<file path="src/rtl/jedro_1_shift_cmp_unit.sv">
// jedro_1_shift_cmp_unit
// Single-cycle shift / signed-compare unit with a registered 32-bit result.
// SLL, SRL and SRA use five-stage barrel shifters, and SRL/SRA share one
// right-shift datapath. SLT gives a 0/1 result from a two's-complement compare.
// The output register holds its value on idle cycles and clears on reset.

module jedro_1_shift_cmp_unit (
  input  logic        clk_i,
  input  logic        rst_i,
  input  logic        valid_i,
  input  logic [1:0]  op_sel_i,
  input  logic [31:0] opa_i,
  input  logic [31:0] opb_i,
  output logic [31:0] res_o,
  output logic        valid_o
);

  // Operation encodings as seen on op_sel_i.
  localparam logic [1:0] OP_SLL = 2'b00;
  localparam logic [1:0] OP_SRL = 2'b01;
  localparam logic [1:0] OP_SRA = 2'b10;
  localparam logic [1:0] OP_SLT = 2'b11;

  // Only the low five bits of operand B matter for shifts.
  logic [4:0]  shamt;
  assign shamt = opb_i[4:0];

  // ------------------------------------------------------------------
  // Left barrel shifter.
  // Stage gi moves the data by 2**gi bits when shamt[gi] is set.
  // Entry 0 is the raw operand and entry 5 is the fully shifted value.
  // ------------------------------------------------------------------
  logic [31:0] sll_stage [0:5];
  assign sll_stage[0] = opa_i;

  genvar gi;
  generate
    for (gi = 0; gi < 5; gi = gi + 1) begin : g_sll
      localparam int STEP = 1 << gi;
      assign sll_stage[gi+1] = shamt[gi]
        ? {sll_stage[gi][31-STEP:0], {STEP{1'b0}}}
        : sll_stage[gi];
    end
  endgenerate

  // ------------------------------------------------------------------
  // Shared right barrel shifter.
  // The fill bit is 0 for a logical shift and opa_i[31] for an arithmetic
  // shift. The same fill bit goes into every stage, so sign extension
  // carries through all five stages.
  // ------------------------------------------------------------------
  logic        right_fill;
  logic [31:0] sr_stage [0:5];

  assign right_fill  = (op_sel_i == OP_SRA) ? opa_i[31] : 1'b0;
  assign sr_stage[0] = opa_i;

  generate
    for (gi = 0; gi < 5; gi = gi + 1) begin : g_sr
      localparam int STEP = 1 << gi;
      assign sr_stage[gi+1] = shamt[gi]
        ? {{STEP{right_fill}}, sr_stage[gi][31:STEP]}
        : sr_stage[gi];
    end
  endgenerate

  // ------------------------------------------------------------------
  // Signed less-than.
  // If the signs differ, A is smaller exactly when A is negative.
  // If the signs match, the lower 31 bits decide through an unsigned
  // compare. Equal operands give 0.
  // ------------------------------------------------------------------
  logic sign_diff;
  logic mag_lt;
  logic slt_bit;

  assign sign_diff = opa_i[31] ^ opb_i[31];
  assign mag_lt    = (opa_i[30:0] < opb_i[30:0]);
  assign slt_bit   = sign_diff ? opa_i[31] : mag_lt;

  // Select the result for the requested operation.
  logic [31:0] res_next;

  always_comb begin
    res_next = 32'h0000_0000;
    case (op_sel_i)
      OP_SLL:  res_next = sll_stage[5];
      OP_SRL:  res_next = sr_stage[5];
      OP_SRA:  res_next = sr_stage[5];
      OP_SLT:  res_next = {31'b0, slt_bit};
      default: res_next = 32'h0000_0000;
    endcase
  end

  // ------------------------------------------------------------------
  // Output register.
  // Reset has priority over a request in the same cycle and discards it.
  // An idle cycle drops valid and keeps the last result.
  // ------------------------------------------------------------------
  logic [31:0] res_reg;
  logic        valid_reg;

  // Capture the result on a request; clear both registers on reset.
  always_ff @(posedge clk_i) begin
    if (rst_i) begin
      res_reg   <= 32'h0000_0000;
      valid_reg <= 1'b0;
    end else if (valid_i) begin
      res_reg   <= res_next;
      valid_reg <= 1'b1;
    end else begin
      valid_reg <= 1'b0;
    end
  end

  assign res_o   = res_reg;
  assign valid_o = valid_reg;

endmodule

</file>
<file path="config.mk">
export PLATFORM = sky130hd
export DESIGN_NAME = jedro_1_shift_cmp_unit
export DESIGN_NICKNAME = d
export VERILOG_FILES = /design/src/rtl/jedro_1_shift_cmp_unit.sv
export SDC_FILE = /design/constraint.sdc
export NUM_CORES = 1
export LEC_CHECK = 0
export CORE_AREA = 2 2 101 103
export DETAILED_ROUTE_END_ITERATION = 8
export DIE_AREA = 0 0 103 105
export DONT_BUFFER_PORTS = 1
export PLACE_DENSITY = 0.75
export SETUP_SLACK_MARGIN = 0.4
export SKIP_LAST_GASP = 1
export SYNTH_ARGS = -nofsm -noshare
export SYNTH_HDL_FRONTEND = slang
export SYNTH_SLANG_ARGS = --single-unit
</file>
<file path="constraint.sdc">
create_clock -name clk_i -period 2.8 [get_ports clk_i]
set_input_delay 0.28 -clock clk_i [delete_from_list [all_inputs] [get_ports clk_i]]
set_output_delay 0.28 -clock clk_i [all_outputs]
set_load 0.02 [all_outputs]
</file>
=== Word level (Yosys, flattened, before mapping) ===
Index checks and enable logic that the tools add are counted.

* Register bits after elaboration: 33
* Bits of input ports: 69
* Output and inout port bits: 33
* Logic and storage cells: 23

* Magnitude comparators: 1
* Eq/ne operators: 3
* Multiplexer cells: 14
* Bitwise logic cells: 1
* Reductions and logical operators: 2

{| class="wikitable"
|+ Operator list
! kind !! count
|-
| 32-bit two-way mux || 10
|-
| 32-bit one-hot mux with 3 select lines || 1
|-
| 31-bit < comparator || 1
|-
| 2-bit equality test (second input constant) || 2
|-
| 1-bit two-way mux || 3
|-
| 2-bit by 1-bit equality test with 1-bit output (second input constant) || 1
|-
| 2-bit zero test || 1
|-
| 2-bit OR reduction || 1
|-
| 1-bit bitwise XOR || 1
|}

=== Logic depth before layout (Yosys ltp) ===
Gate-level depths: netlist of run 1.

* Depth in word-level cells: 8
* Depth in mapped cells: 11
* Depth with buffers taken out: 8

=== Worst setup path before layout of run 1 ===
No wires, ideal clock.

* Path kind: input to register
* Start point: input port opb_i[2]
* End point: register res_reg[0], in the netlist res_o[0]
* Library setup time: 83 ps
* Data arrival time: 2128 ps
* Required time: 2717 ps
* Setup slack: 589 ps
* Stages: 11
* Buffers on the path: 3
* Cells stage by stage: buf_2 > inv_1 > buf_1 > buf_1 > ha_1 > a21oi_1 > o21ai_0 > a21oi_1 > o211ai_1 > a31o_2 > o221ai_1

* Cells in the longest elaborated chain, start to end: 4
* Elaborated cells on any way between the ends: 9
* Those cells by class: order compare: 1; mux: 8

{| class="wikitable"
|+ Ends and longest elaborated chain
! item !! line !! source
|-
| start, declared || 13 || <nowiki>input logic [31:0] opb_i,</nowiki>
|-
| branches (longest 3 deep; another with 31-bit < comparator) || - ||
|-
| 32-bit one-hot mux with 3 select lines (*) || 86 || <nowiki>case (op_sel_i)</nowiki>
|-
| end signal, assigned || 109 || <nowiki>res_reg <= res_next;</nowiki>
|-
| end, declared || 100 || <nowiki>logic [31:0] res_reg;</nowiki>
|}

Every way passes the cells marked *.
A chain may end at the register's enable or synchronous reset.

=== Worst setup path in the final report of run 1 ===
* Start point: input port opb_i[1]
* End point: register res_reg[0], in the netlist res_o[0]

* Cells in the longest elaborated chain, start to end: 5
* Elaborated cells on any way between the ends: 11
* Those cells by class: order compare: 1; mux: 10

{| class="wikitable"
|+ Ends and longest elaborated chain
! item !! line
|-
| branches (longest 4 deep; another with 31-bit < comparator) || -
|-
| 32-bit one-hot mux with 3 select lines (*) || 86
|}

Marks and branches as above.

==> key figures, run 1 <==
Logic synthesis
  – Synthesis-stage register bit count: 33
  – Post-Syn Area: 5792 µm²
  – Sequential fraction of the synthesis area: 0.1141
  – Async SR Flop Fraction: 0
  – Ys Warns: 0
  – Syn avg cell area: 8.123 µm²
  – Synthesized Nets: 815
  – Unique masters post-synth: 63
  – Top_reg_cell synth: dfxtp_1
  – Mapped Cells: 713
  – Number of synthesized flops with an enable pin: 0

Clock network
  – Latest clock arrival within the worst-skew pair: 290 ps
  – CTS tree: yes
  – Maximum clock insertion buffer count: 2
  – CTS resizes: 0
  – Hold Buf Count CTS: 0
  – Cts bufs inserted: 5
  – CTS root buffer: clkbuf_8
  – Post-CTS setup buffer count: 0
  – CTS clk-pin slew, worst paths: 80 ps
  – H-tree levels: 2
  – # clock sinks: 33

GRT
  – Vias in the first global route: 5547
  – First-pass GRT wire length: 31.96 mm
  – Initial antenna violation count: 0
  – Largest net degree at the start of global routing: 92
  – Total track usage: 0.3875
  – Final global-route overflow total: 0

Setup path
  – Setup crit start kind: input pin
  – WP data arrival: 2290 ps
  – R2r endpoint: res_o[29]
  – Slowest-stage cell, CP: ha_1
  – CP cell instances: clkinv_1 > ha_1 > nand2_1 > o21ai_0 > a21oi_1 > o211ai_1 > a31o_2 > o221ai_1
  – CP max FO: 69
  – CP endpoint kind: flop
  – Reg2Reg Depth: 4
  – Critical path class: input pin to flop
  – Worst Path Required: 2950 ps
  – R2r setup slk: 1810 ps
  – Max incr delay on CP: 450 ps
  – R2r startpoint: res_o[29]

Min path
  – HP Start: rst_i
  – WHS Endpoint: res_o[20]
  – Worst hold path depth: 1
  – Worst min path class: input pin to flop

Die
  – Die area: 10820 µm²
  – I/O pin total: 102
  – Die Y: 105 µm
  – Core Rows: 36
  – Core footprint: 9639 µm²
  – Chip width: 103 µm
  – Initial core utilization: 0.6009

Place
  – DP HPWL: 15.85 mm
  – Routability Congestion: 1.057
  – PortBufs: 0

Power and ir drop
  – Logic pwr share: 0.471
  – Clk pwr share: 0.207
  – Sw Ratio: 0.4004
  – Worst IR drop on VDD: 205.3 µV
  – PD cells: 304.0 nW/µm²
  – P_sw: 709.1 µW
  – Flop pwr share: 0.322
  – Tot Pwr: 1.771 mW
  – Lkg Pwr: 2.279 nW
  – Cell Int Power: 1.062 mW

Status
  – Status: completed

Layout
  – Fin nets: 773
  – Commonest non-fill, non-tap cell in the layout: nand2_1
  – Most frequent cells in the layout: nand2_1 (88), nor2_1 (74), mux4_2 (55)
  – # fillers: 899
  – Layout cells sized above 1: 0.1696
  – Layout Area Growth over Synthesis: 0.5833%
  – # diodes: 0

Detailed routing
  – WL final: 21.02 mm
  – Drt pass-1 iters: 5
  – # DRC: 0
  – DR vias/cell: 7.383
  – Vias: 5943
  – DRT iter0 DRCs: 738
  – Post-route ant nets: 0
  – Drt wl/cell: 26.12 µm

Timing
  – Worst clock skew: 0 ps
  – Slew Limit Fails: 0
  – Worst-case hold slack: 49.57 ps
  – Relative slew slack: 0.4778
  – Final setup TNS: 0 ps
  – Unrepaired setup endpoints after global routing: no
  – Fin crit period: 2142 ps
  – Worst Tran Pin Value: 776.7 ps
  – Tcrit/Tclk final: 0.7650
  – Fmax: 0.4669 GHz
  – Final setup viols: 0
  – Fin. Hold Viols: 0

Job
  – Maxcap violations: 0
[Yosys cell counts, drive strengths merged, types with 12 or more instances]
library cell,instances,area (µm²)
o211ai,12,90.09
buf,31,200.2
nor2,74,277.8
inv,33,123.9
nor3,21,105.1
o21ai,50,250.2
clkbuf,31,116.4
a31oi,12,75.07
a21oi,39,195.2
ha,33,412.9
a311oi,14,122.6
mux4,55,1239
dfxtp,33,660.6
mux2i,29,290.3
nor2b,12,75.07
a211oi,19,142.6
mux2,35,409.1
nand3,12,60.06
nand2,88,330.3
[critical path: cells and delay by family]
kind	cells	cell delay, ps
AO/OA/AOI/OAI	5	1120
buffers and inverters	1	360
AND/OR/NAND/NOR	1	50
adder cells (fa/ha/maj)	1	450
[cell families (layout without fill, tap and decap cells)]
family / count (synthesis) / after routing / share of synthesized area
adder cells (fa/ha/maj): 33 / 33 / 0.07129
AND/OR/NAND/NOR: 235 / 235 / 0.1784
buffers and inverters: 97 / 56 / 0.07734
AO/OA/AOI/OAI: 196 / 196 / 0.2242
flip-flops: 33 / 33 / 0.1141
multiplexers: 119 / 119 / 0.3346
[area by class of cell]
class                   instances  area (µm²)  area share
clock inverters                 3       17.52    0.003007
multi-input cells             583        4683      0.8039
repair buffers                 13       97.59     0.01675
well taps                     133       166.4     0.02857
inverters                      35       131.4     0.02255
clock buffers                   5       68.82     0.01181
flip-flops and latches         33       660.6      0.1134
[routing by layer]
layer / part of all wire / GRT usage
met4: 0.054 / 0.1889
met3: 0.12 / 0.08294
met2: 0.45 / 0.5798
met5: 0 / 0
met1: 0.38 / 0.5257
[how the worst max path moves through the flow]
stage / cells after the start / end / start
detailed placement: 8 / res_o[0] / opb_i[1]
CTS: 8 / res_o[0] / opb_i[1]
global route: 8 / res_o[0] / opb_i[1]
floorplan: 11 / res_o[0] / opb_i[2]
finish: 8 / res_o[0] / opb_i[1]
global placement: 8 / res_o[0] / opb_i[1]
[flip-flops by register name (all words and copies together), names as in the netlist]
name,cells
valid_o,1
res_o,32
[per-stage QoR]
| stage | setup WS, ps | instances | area, µm² | utilization |
|---|---|---|---|---|
| 2_1_floorplan | 589.4 | 713 | 5792 | - |
| 3_3_place_gp | 533.7 | 797 | 5739 | 0.5954 |
| 3_5_place_dp | 440.3 | 797 | 5739 | 0.5954 |
| 4_1_cts | 736.7 | 805 | 5826 | 0.6044 |
| 5_1_grt | 621.5 | 805 | 5826 | 0.6044 |
| 6_report | 658.1 | 805 | 5826 | 0.6044 |
[power groups by stage]
stage	registers [mW]	clock network, mW	logic [mW]
after global placement	0.581	0	0.797
final	0.570	0.367	0.834
after floorplan	0.573	0	0.694
after CTS	0.571	0.366	0.811
after detailed placement	0.582	0	0.807
after global routing	0.576	0.392	0.889
Note: power is estimated with default switching activity, not from simulation.
==> run 2: changes to the inputs <==
Clock period 2.8 ns to 2.2 ns, I/O delays scaled along.
==> run 2 against run 1 <==
Against the previous run:
- the run now ends with hold timing left
- sequential share of layout area is 0.15 points lower
- non-clock buffer count is 7 higher
- critical path depth is 1 higher
==> key figures, run 2 (same netlist as run 1, synthesis figures left out) <==
Job
  – Maxcap violations: 0 (unchanged)

Die
  – Die Y: 105 µm (unchanged)
  – Core footprint: 9639 µm² (unchanged)
  – I/O pin total: 102 (unchanged)
  – Initial core utilization: 0.6009 (unchanged)
  – Die area: 10820 µm² (unchanged)
  – Core Rows: 36 (unchanged)
  – Chip width: 103 µm (unchanged)

Clock network
  – # clock sinks: 33 (unchanged)
  – CTS root buffer: clkbuf_8
  – CTS clk-pin slew, worst paths: 70 ps (about the same)
  – Post-CTS setup buffer count: 0 (unchanged)
  – CTS tree: yes
  – Latest clock arrival within the worst-skew pair: 290 ps (about the same)
  – Cts bufs inserted: 5 (unchanged)
  – H-tree levels: 2 (unchanged)
  – Maximum clock insertion buffer count: 2 (unchanged)

Power and ir drop
  – Cell Int Power: 1.367 mW (+29%)
  – Logic pwr share: 0.478 (+0.007)
  – P_sw: 888.0 µW (+25%)
  – Clk pwr share: 0.200 (-0.007)
  – Worst IR drop on VDD: 287.3 µV (+40%)
  – Flop pwr share: 0.321 (about the same)
  – PD cells: 381.9 nW/µm² (+26%)
  – Lkg Pwr: 2.318 nW (+1.7%)
  – Sw Ratio: 0.3937 (-0.006614)

Timing
  – Worst-case hold slack: -10.23 ps (-59.80 ps)
  – Relative slew slack: 0.4209 (-0.05688)
  – Final setup TNS: 0 ps (unchanged)
  – Fmax: 0.5906 GHz
  – Worst clock skew: 0 ps (unchanged)
  – Slew Limit Fails: 0 (unchanged)
  – Worst Tran Pin Value: 859.6 ps (+82.88 ps)
  – Tcrit/Tclk final: 0.7696
  – Fin crit period: 1693 ps
  – Fin. Hold Viols: 8 (+8)
  – Worst Setup Slack, final: 506.8 ps (-151.3 ps)
  – Final setup viols: 0 (unchanged)
  – Unrepaired setup endpoints after global routing: no

Place
  – Setup WS pre-CTS: 69.82 ps (-370.5 ps)
  – PortBufs: 0 (unchanged)
  – Routability Congestion: 1.054 (-0.27%)
  – Dpl cells: 804 (+0.88%)
  – DP HPWL: 15.64 mm (-1.4%)

Layout
  – Commonest non-fill, non-tap cell in the layout: nand2_1
  – Most frequent cells in the layout: nand2_1 (88), nor2_1 (73), mux4_2 (55)
  – # diodes: 0 (unchanged)
  – Max reg flops: 32 (unchanged)
  – Fin nets: 780 (+0.91%)
  – Layout Area Growth over Synthesis: 1.966%
  – # fillers: 910 (+1.2%)
  – Layout cells sized above 1: 0.1870 (+0.01740)
  – Non-Filler Instances: 812 (+0.87%)

Min path
  – HP Start: rst_i
  – Worst min path class: input pin to flop

Setup path
  – WP depth: 9 (+1)
  – R2r endpoint: res_o[29]
  – R2r startpoint: res_o[29]
  – R2r setup slk: 1220 ps (-590 ps)
  – Reg2Reg Depth: 4 (unchanged)
  – Critical path class: input pin to flop
  – Slowest-stage cell, CP: ha_2
  – WP data arrival: 1860 ps (-430 ps)
  – CP endpoint kind: flop
  – Termination of the worst setup path: res_o[17]
  – Setup crit start kind: input pin
  – Worst Path Required: 2360 ps (-590 ps)
  – Worst Path Buf+Inv: 2 (+1)
  – Worst path top cell family by delay: compound AO/OA/AOI/OAI gates
  – CP max FO: 15 (-78%)
  – CP cell instances: inv_1 > ha_2 > nand2b_1 > a21oi_2 > buf_4 > a21oi_1 > o21ai_0 > a221oi_1 > a211oi_1
  – Critical path origin: op_sel_i[0]
  – Max incr delay on CP: 360 ps (-90 ps)

GRT
  – Initial antenna violation count: 0 (unchanged)
  – Largest net degree at the start of global routing: 92 (unchanged)
  – Final global-route overflow total: 0 (unchanged)
  – First-pass GRT wire length: 32.57 mm (+1.9%)
  – Vias in the first global route: 5538 (-0.16%)
  – Total track usage: 0.3960 (+0.008519)

Detailed routing
  – Vias: 5993 (+0.84%)
  – Post-route ant nets: 0 (unchanged)
  – WL final: 21.16 mm (+0.63%)
  – Drt pass-1 iters: 5 (unchanged)
  – DRT iter0 DRCs: 707 (-4.2%)
  – # DRC: 0 (unchanged)
  – Drt wl/cell: 26.06 µm (-0.23%)
  – DR vias/cell: 7.381 (about the same)

Status
  – Status: finished, violations left
  – Violated checks: hold timing
## run 2: changes by cell type in the layout (fill, tap and decap cells not counted), sizes merged
| cell | previous run | this run |
|---|---|---|
| buf | 13 | 20 |
## run 2: area by class of cell
cell class,instances,area (µm²),share of cell area
multi-input cells,583,4697,0.7953
flip-flops and latches,33,660.6,0.1119
well taps,133,166.4,0.02818
repair buffers,20,162.7,0.02754
inverters,35,132.6,0.02246
clock buffers,5,68.82,0.01165
clock inverters,3,17.52,0.002966
## run 2: timing repair
| action | CTS | global route |
|---|---|---|
| resized for setup | 1 | 3 |
| setup endpoints to repair | 1 | 14 |
| pin swaps | 0 | 0 |
| endpoints found under the hold margin | 25 | 25 |
## run 2: routing by layer
metal,vias to the layer above,GRT usage,wire [µm]
li1,2640,-,-
met1,2880,0.5474,8342
met2,412,0.5849,9488
met3,61,0.07425,2105
met4,0,0.2002,1221
met5,-,0,0
## run 2: power by group through the flow
stage,registers (mW),clock network (mW),logic [mW]
floorplan,0.730,0,0.891
global placement,0.739,0,1.02
detailed placement,0.740,0,1.04
CTS,0.726,0.458,1.05
global route,0.733,0.481,1.15
finish,0.725,0.452,1.08
## run 2: per-stage QoR
step                area [µm²]  utilization  hold WS, ps  total power, mW
floorplan                 5826            -        314.7            1.620
global placement          5809       0.6027        293.9            1.764
detailed placement        5809       0.6027        294.7            1.780
CTS                       5898       0.6119       -17.24            2.231
global route              5906       0.6127       -22.51            2.369
finish                    5906       0.6127       -10.23            2.255
## run 2: how the worst min path moves through the flow
stage,end,slack [ps],cells past startpoint
5_1_grt,res_o[19],-20,1
3_5_place_dp,res_o[20],290,1
2_1_floorplan,valid_o,310,1
3_3_place_gp,res_o[20],290,1
6_report,res_o[20],-10,1
4_1_cts,res_o[20],-20,1
## run 2: worst reg2reg max path, cell delays in order, from the launching register on
cell and delay [ps]:
dfxtp_1 450, nor2_1 60, nor2_1 170, o2111ai_1 140, nand3_1 110
==> run 3: changes to the inputs <==
Clock period 2.2 ns to 1.7 ns, I/O delays scaled along.
==> run 3 against run 2 <==
Against the previous run:
- the flow now finishes without violations
- power up 54%
- routed wire length increased by 12%
- worst hold slack better by 24 ps
- clock power grew 34%
- clock skew did not move
- largest cell class unchanged
==> key figures, run 3 (same netlist as run 1, synthesis figures left out) <==
Power and ir drop
  – Tot Pwr: 3.469 mW (+54%)
  – Worst IR drop on VDD: 475.4 µV (+65%)
  – PD cells: 485.4 nW/µm² (+27%)
  – Lkg Pwr: 2.871 nW (+24%)

Die
  – Die Y: 105 µm (unchanged)
  – Core Rows: 36 (unchanged)
  – Chip width: 103 µm (unchanged)
  – I/O pin total: 102 (unchanged)
  – Die area: 10820 µm² (unchanged)
  – Initial core utilization: 0.6009 (unchanged)
  – Core footprint: 9639 µm² (unchanged)

Detailed routing
  – DR vias/cell: 7.378 (about the same)
  – WL final: 23.63 mm (+12%)
  – Vias: 6559 (+9.4%)
  – Drt wl/cell: 26.57 µm (+2.0%)
  – # DRC: 0 (unchanged)
  – DRT iter0 DRCs: 773 (+9.3%)
  – Post-route ant nets: 0 (unchanged)
  – Drt pass-1 iters: 6 (+1)

Clock network
  – # clock sinks: 33 (unchanged)
  – Maximum clock insertion buffer count: 2 (unchanged)
  – Cts bufs inserted: 5 (unchanged)
  – CTS root buffer: clkbuf_8
  – CTS clk-pin slew, worst paths: 70 ps (about the same)
  – CTS tree: yes
  – H-tree levels: 2 (unchanged)
  – Latest clock arrival within the worst-skew pair: 310 ps (+20 ps)

Timing
  – Final setup viols: 0 (unchanged)
  – Worst clock skew: 0 ps (unchanged)
  – Fin. Hold Viols: 0 (-8)
  – Relative slew slack: 0.6350 (+0.2142)
  – Slew Limit Fails: 0 (unchanged)
  – Fin crit period: 1529 ps
  – Worst Tran Pin Value: 546.8 ps (-312.8 ps)
  – Fmax: 0.6541 GHz
  – Worst Setup Slack, final: 171.2 ps (-335.6 ps)
  – Unrepaired setup endpoints after global routing: yes
  – Tcrit/Tclk final: 0.8993

GRT
  – Largest net degree at the start of global routing: 92 (unchanged)
  – Initial antenna violation count: 0 (unchanged)
  – Total track usage: 0.4345 (+0.03847)
  – Final global-route overflow total: 0 (unchanged)
  – First-pass GRT wire length: 35.60 mm (+9.3%)
  – Vias in the first global route: 6152 (+11%)

Layout
  – Layout Area Growth over Synthesis: 23.40%
  – Fin nets: 857 (+9.9%)
  – Layout cells sized above 1: 0.3651 (+0.1780)
  – Max reg flops: 32 (unchanged)
  – # diodes: 0 (unchanged)
  – Commonest non-fill, non-tap cell in the layout: nand2_1
  – # fillers: 747 (-18%)
  – Most frequent cells in the layout: nand2_1 (79), buf_4 (71), nor2_1 (69)
  – Non-Filler Instances: 889 (+9.5%)

Setup path
  – CP max FO: 91 (+76)
  – Slowest-stage cell, CP: mux4_2
  – WP data arrival: 1710 ps (-150 ps)
  – CP endpoint kind: flop
  – Worst Path Buf+Inv: 0 (-2)
  – Worst path top cell family by delay: multiplexers
  – Critical path class: input pin to flop
  – Setup crit start kind: input pin
  – Max incr delay on CP: 490 ps (+130 ps)
  – CP cell instances: mux2_4 > mux4_2 > a211o_1 > a311oi_2 > nor3_1
  – Worst Path Required: 1880 ps (-480 ps)

Place
  – Dpl cells: 850 (+5.7%)
  – Setup WS pre-CTS: -268.3 ps (-338.1 ps)
  – PortBufs: 0 (unchanged)
  – DP HPWL: 16.60 mm (+6.2%)
  – Routability Congestion: 0.9966 (-5.5%)

Status
  – Status: completed

Min path
  – Worst min path class: input pin to flop

Job
  – Maxcap violations: 0 (unchanged)
-- run 3: worst register-to-register path, delay by kind of cell, from the launching register on --
family,cells,cell delay (ps)
compound gates,1,140
flops,1,450
simple gates,3,360
-- run 3: timing repair --
item                                    CTS  global route
pin swaps                                27            32
hold buffers                              3             0
endpoints found under the setup margin   32            30
hold endpoints to repair                 30             0
gates resized for setup                  87            56
gates cloned                              0             0
buffers inserted                         22             6
-- run 3: cell type report --
type / instances / area (µm²) / area share
Multi-Input combinational cell: 583 / 5171 / 0.7236
Timing Repair Buffer: 97 / 905.9 / 0.1268
Sequential cell: 33 / 660.6 / 0.09244
Tap cell: 133 / 166.4 / 0.02328
Inverter: 35 / 160.2 / 0.02241
Clock buffer: 6 / 72.57 / 0.01015
Clock inverter: 2 / 10.01 / 0.001401
-- run 3: routing by layer --
metal / wire [µm] / global-route usage / part of all wire / vias up
li1: - / - / - / 2796
met1: 8321 / 0.5772 / 0.35 / 3096
met2: 10610 / 0.6433 / 0.45 / 538
met3: 2780 / 0.08495 / 0.12 / 129
met4: 1910 / 0.2660 / 0.081 / 0
met5: 0 / 0 / 0 / -
-- run 3: metrics by stage --
stage          area (µm²)  hold WS (ps)  utilization  setup TNS [ps]
2_1_floorplan        5877         264.7            -           -1570
3_3_place_gp         6236         243.4       0.6469           -2242
3_5_place_dp         6236         244.5       0.6469           -2909
4_1_cts              6893        0.2017       0.7151               0
5_1_grt              7147         1.504       0.7414               0
6_report             7147         13.86       0.7414               0
-- run 3: worst paths after layout --
path,start,endpoint,slack [ps],cells after the start
max,opb_i[0],res_o[2],170,5
min,rst_i,valid_o,10,1
max reg2reg,res_o[29],res_o[29],680,4
min reg2reg,res_o[24],res_o[24],580,2
-- run 3: power by group --
group	switching, mW	internal (mW)	total [mW]
sequential	0.110	0.830	0.940
combinational	0.949	0.974	1.92
clock	0.322	0.284	0.606
==> edit: new RTL, flow settings as in run 3 <==
Make the reset (`rst_i`) asynchronous in one clocked block.
--- a/src/rtl/jedro_1_shift_cmp_unit.sv
+++ b/src/rtl/jedro_1_shift_cmp_unit.sv
@@ -101,7 +101,7 @@
   logic        valid_reg;
 
   // Capture the result on a request; clear both registers on reset.
-  always_ff @(posedge clk_i) begin
+  always_ff @(posedge clk_i or posedge rst_i) begin
     if (rst_i) begin
       res_reg   <= 32'h0000_0000;
       valid_reg <= 1'b0;
Formal check against the unedited RTL: differs if rst_i is asserted again (counterexample within 4 cycles, from zero or initial values and one cycle with rst_i high); with rst_i held inactive, the same outputs for 10 cycles.
==> edit against run 3 <==
  * Sequential share of layout area grew 2.7 points
  * Utilization shrank 2.6 points
  * Non-clock buffer count shrank 21
  * Largest cell class unchanged
  * Critical path depth shrank 1
  * Setup slack gained 0.093 ns
  * Sequential cell count is the same
  * Global-route usage shrank 2.4 points
  * Cell area shrank 3.5%
  * Critical path type unchanged
  * Routed wire length shrank 5.4%
  * Synthesized cell count shrank 0.42%
  * Highest routed layer unchanged
  * Total power shrank 0.54%
  * Area after synthesis grew 3.1%
==> edit: results (changes against run 3) <==
stage	metric	value	unit	change
layout	ff_latch_area	826	um2	was 661 um2
detailed_routing	initialDrtViolationCount	707		was 773
placed_design	preCtsSetupSlack	-0.0710	ns	was -0.268 ns
detailed_routing	route.vias.total	6335		was 6559
synthesis	postSynth.asyncResetShare	1.00		was 0
layout	layout.clock.cell_area_share	0.0120		was 0.0116
power_and_ir_drop	comb_power_share	0.515		was 0.554
timing	worst_slew_margin_rel	0.624		was 0.635
synthesis	ys.flop_type	sky130_fd_sc_hd__dfrtp_1		was sky130_fd_sc_hd__dfxtp_1
placed_design	numPlacedInstances	838		was 850
layout	layout.comb_gates.multi_input	571		was 583
detailed_routing	post_drt_wl_per_cell	25.9	um	was 26.6 um
synthesis	ys_types	62		was 63
layout	multi_input_area_share	0.733		was 0.724
global_routing	via_count_of_the_first_global_routing_pass	5899		was 6152
synthesis	synth.yosys.seq_area_share	0.138		was 0.114
layout	nNonClkInverters	41		was 35
clock_network	htree_num_levels	2		unchanged
critical_path	critPathMaxStageDelay	0.54	ns	was 0.49 ns
placed_design	routabilityCongestion	0.998		was 0.997
global_routing	grt_start_max_net_pins	85		was 92
global_routing	grt.total_usage	0.410		was 0.434
critical_path	arrival_time_of_data_at_the_critical_path_endpoint	1.61	ns	was 1.71 ns
detailed_routing	drt-total-wl	22300	um	was 23600 um
layout	nonClockBufferCount	76		was 97
layout	nonClkBufAreaFrac	0.0875		was 0.127
critical_path	timing.critical_path.slowest_stage_cell	sky130_fd_sc_hd__mux4_2		unchanged
synthesis	syn_area_per_cell	8.41	um2	was 8.12 um2
placed_design	dp_hpwl	16200	um	was 16600 um
power_and_ir_drop	seqPwrFrac	0.310		was 0.271
power_and_ir_drop	p_leak	2.84	nW	was 2.87 nW
power_and_ir_drop	power.ir.vdd_worst	0.387	mV	was 0.475 mV
synthesis	synth_fp_nets	812		was 815
layout	filler_cells	785		was 747
layout	layout.sequential_cells	33		unchanged
synthesis	ys_top_cells_by_area	sky130_fd_sc_hd__mux4_2 20%, sky130_fd_sc_hd__dfrtp_1 14%, sky130_fd_sc_hd__mux2i_1 8.9%, sky130_fd_sc_hd__ha_1 6.9%, sky130_fd_sc_hd__a21oi_1 4.8%		was sky130_fd_sc_hd__mux4_2 21%, sky130_fd_sc_hd__dfxtp_1 11%, sky130_fd_sc_hd__ha_1 7.1%, sky130_fd_sc_hd__mux2_2 5.8%, sky130_fd_sc_hd__nand2_1 5.7%
layout	drive_above_1_share	0.317		was 0.365
global_routing	wire_length_of_the_first_global_routing_pass	33900	um	was 35600 um
critical_path	critical_path_peak_fanout	84		was 91
power_and_ir_drop	p_switching	1.40	mW	was 1.38 mW
run_status	run_status	complete, no violations		unchanged
detailed_routing	dr.pass1.iters	5		was 6
edit: changes by cell type in the layout (fill, tap and decap cells not counted), moves of 7 or more:
| cell | delta |
|---|---|
| sky130_fd_sc_hd__o21ai_2 | -7 |
| sky130_fd_sc_hd__nand2_1 | -12 |
| sky130_fd_sc_hd__dfxtp_1 | -33 |
| sky130_fd_sc_hd__mux2_4 | -9 |
| sky130_fd_sc_hd__a211oi_1 | -9 |
| sky130_fd_sc_hd__nand3_1 | +8 |
| sky130_fd_sc_hd__mux2i_1 | +25 |
| sky130_fd_sc_hd__dfrtp_1 | +33 |
| sky130_fd_sc_hd__a21oi_1 | +13 |
| sky130_fd_sc_hd__a311oi_1 | -11 |
| sky130_fd_sc_hd__mux2_2 | -8 |
| sky130_fd_sc_hd__buf_12 | -8 |
| sky130_fd_sc_hd__o221ai_1 | +7 |
| sky130_fd_sc_hd__buf_6 | -10 |
edit: what timing repair did:
action	4_1_cts	5_1_grt
pin swaps	10	26
gates resized for setup	27	61
hold buffers	2	0
hold endpoints to repair	37	0
setup endpoints to repair	23	29
buffers inserted	6	8
edit: metal layers:
| metal | vias to the layer above | share of wire | track usage |
|---|---|---|---|
| li1 | 2721 | - | - |
| met3 | 84 | 0.13 | 0.0923 |
| met4 | 0 | 0.050 | 0.165 |
| met5 | - | 0 | 0 |
| met1 | 3004 | 0.37 | 0.583 |
| met2 | 526 | 0.44 | 0.599 |
edit: logic make-up (layout without fill, tap and decap cells):
group | count (synthesis) | in the layout | synth area share
AOI/OAI and AO/OA | 198 | 198 | 0.215
adders and majority gates | 33 | 33 | 0.0692
buffers and inverters | 106 | 125 | 0.0861
DFF | 33 | 33 | 0.138
muxes | 127 | 127 | 0.333
and+or+nand+nor | 213 | 213 | 0.158
edit: through the flow:
stage | instance area (um2) | hold slack, ns | total power, mW | TNS (ns)
6_report | 6900 | 0.00557 | 3.45 | 0
5_1_grt | 6900 | 0.00557 | 3.60 | 0
3_5_place_dp | 6280 | 0.179 | 2.60 | -0.259
2_1_floorplan | 6120 | 0.201 | 2.29 | 0
3_3_place_gp | 6280 | 0.175 | 2.56 | -0.162
4_1_cts | 6560 | 0.000960 | 3.25 | 0
edit: worst paths after layout:
kind | start | endpoint | slack (ns) | depth (start not counted)
min in group asynchronous | rst_i | res_o[26] | 0.40 | 3
worst min-delay path | valid_i | res_o[9] | 0.006 | 1
worst min register to register | res_o[1] | res_o[1] | 0.65 | 1
max in group asynchronous | rst_i | res_o[7] | 0.98 | 3
worst max-delay path | opb_i[0] | res_o[27] | 0.26 | 4
worst max register to register | res_o[0] | res_o[0] | 0.30 | 5
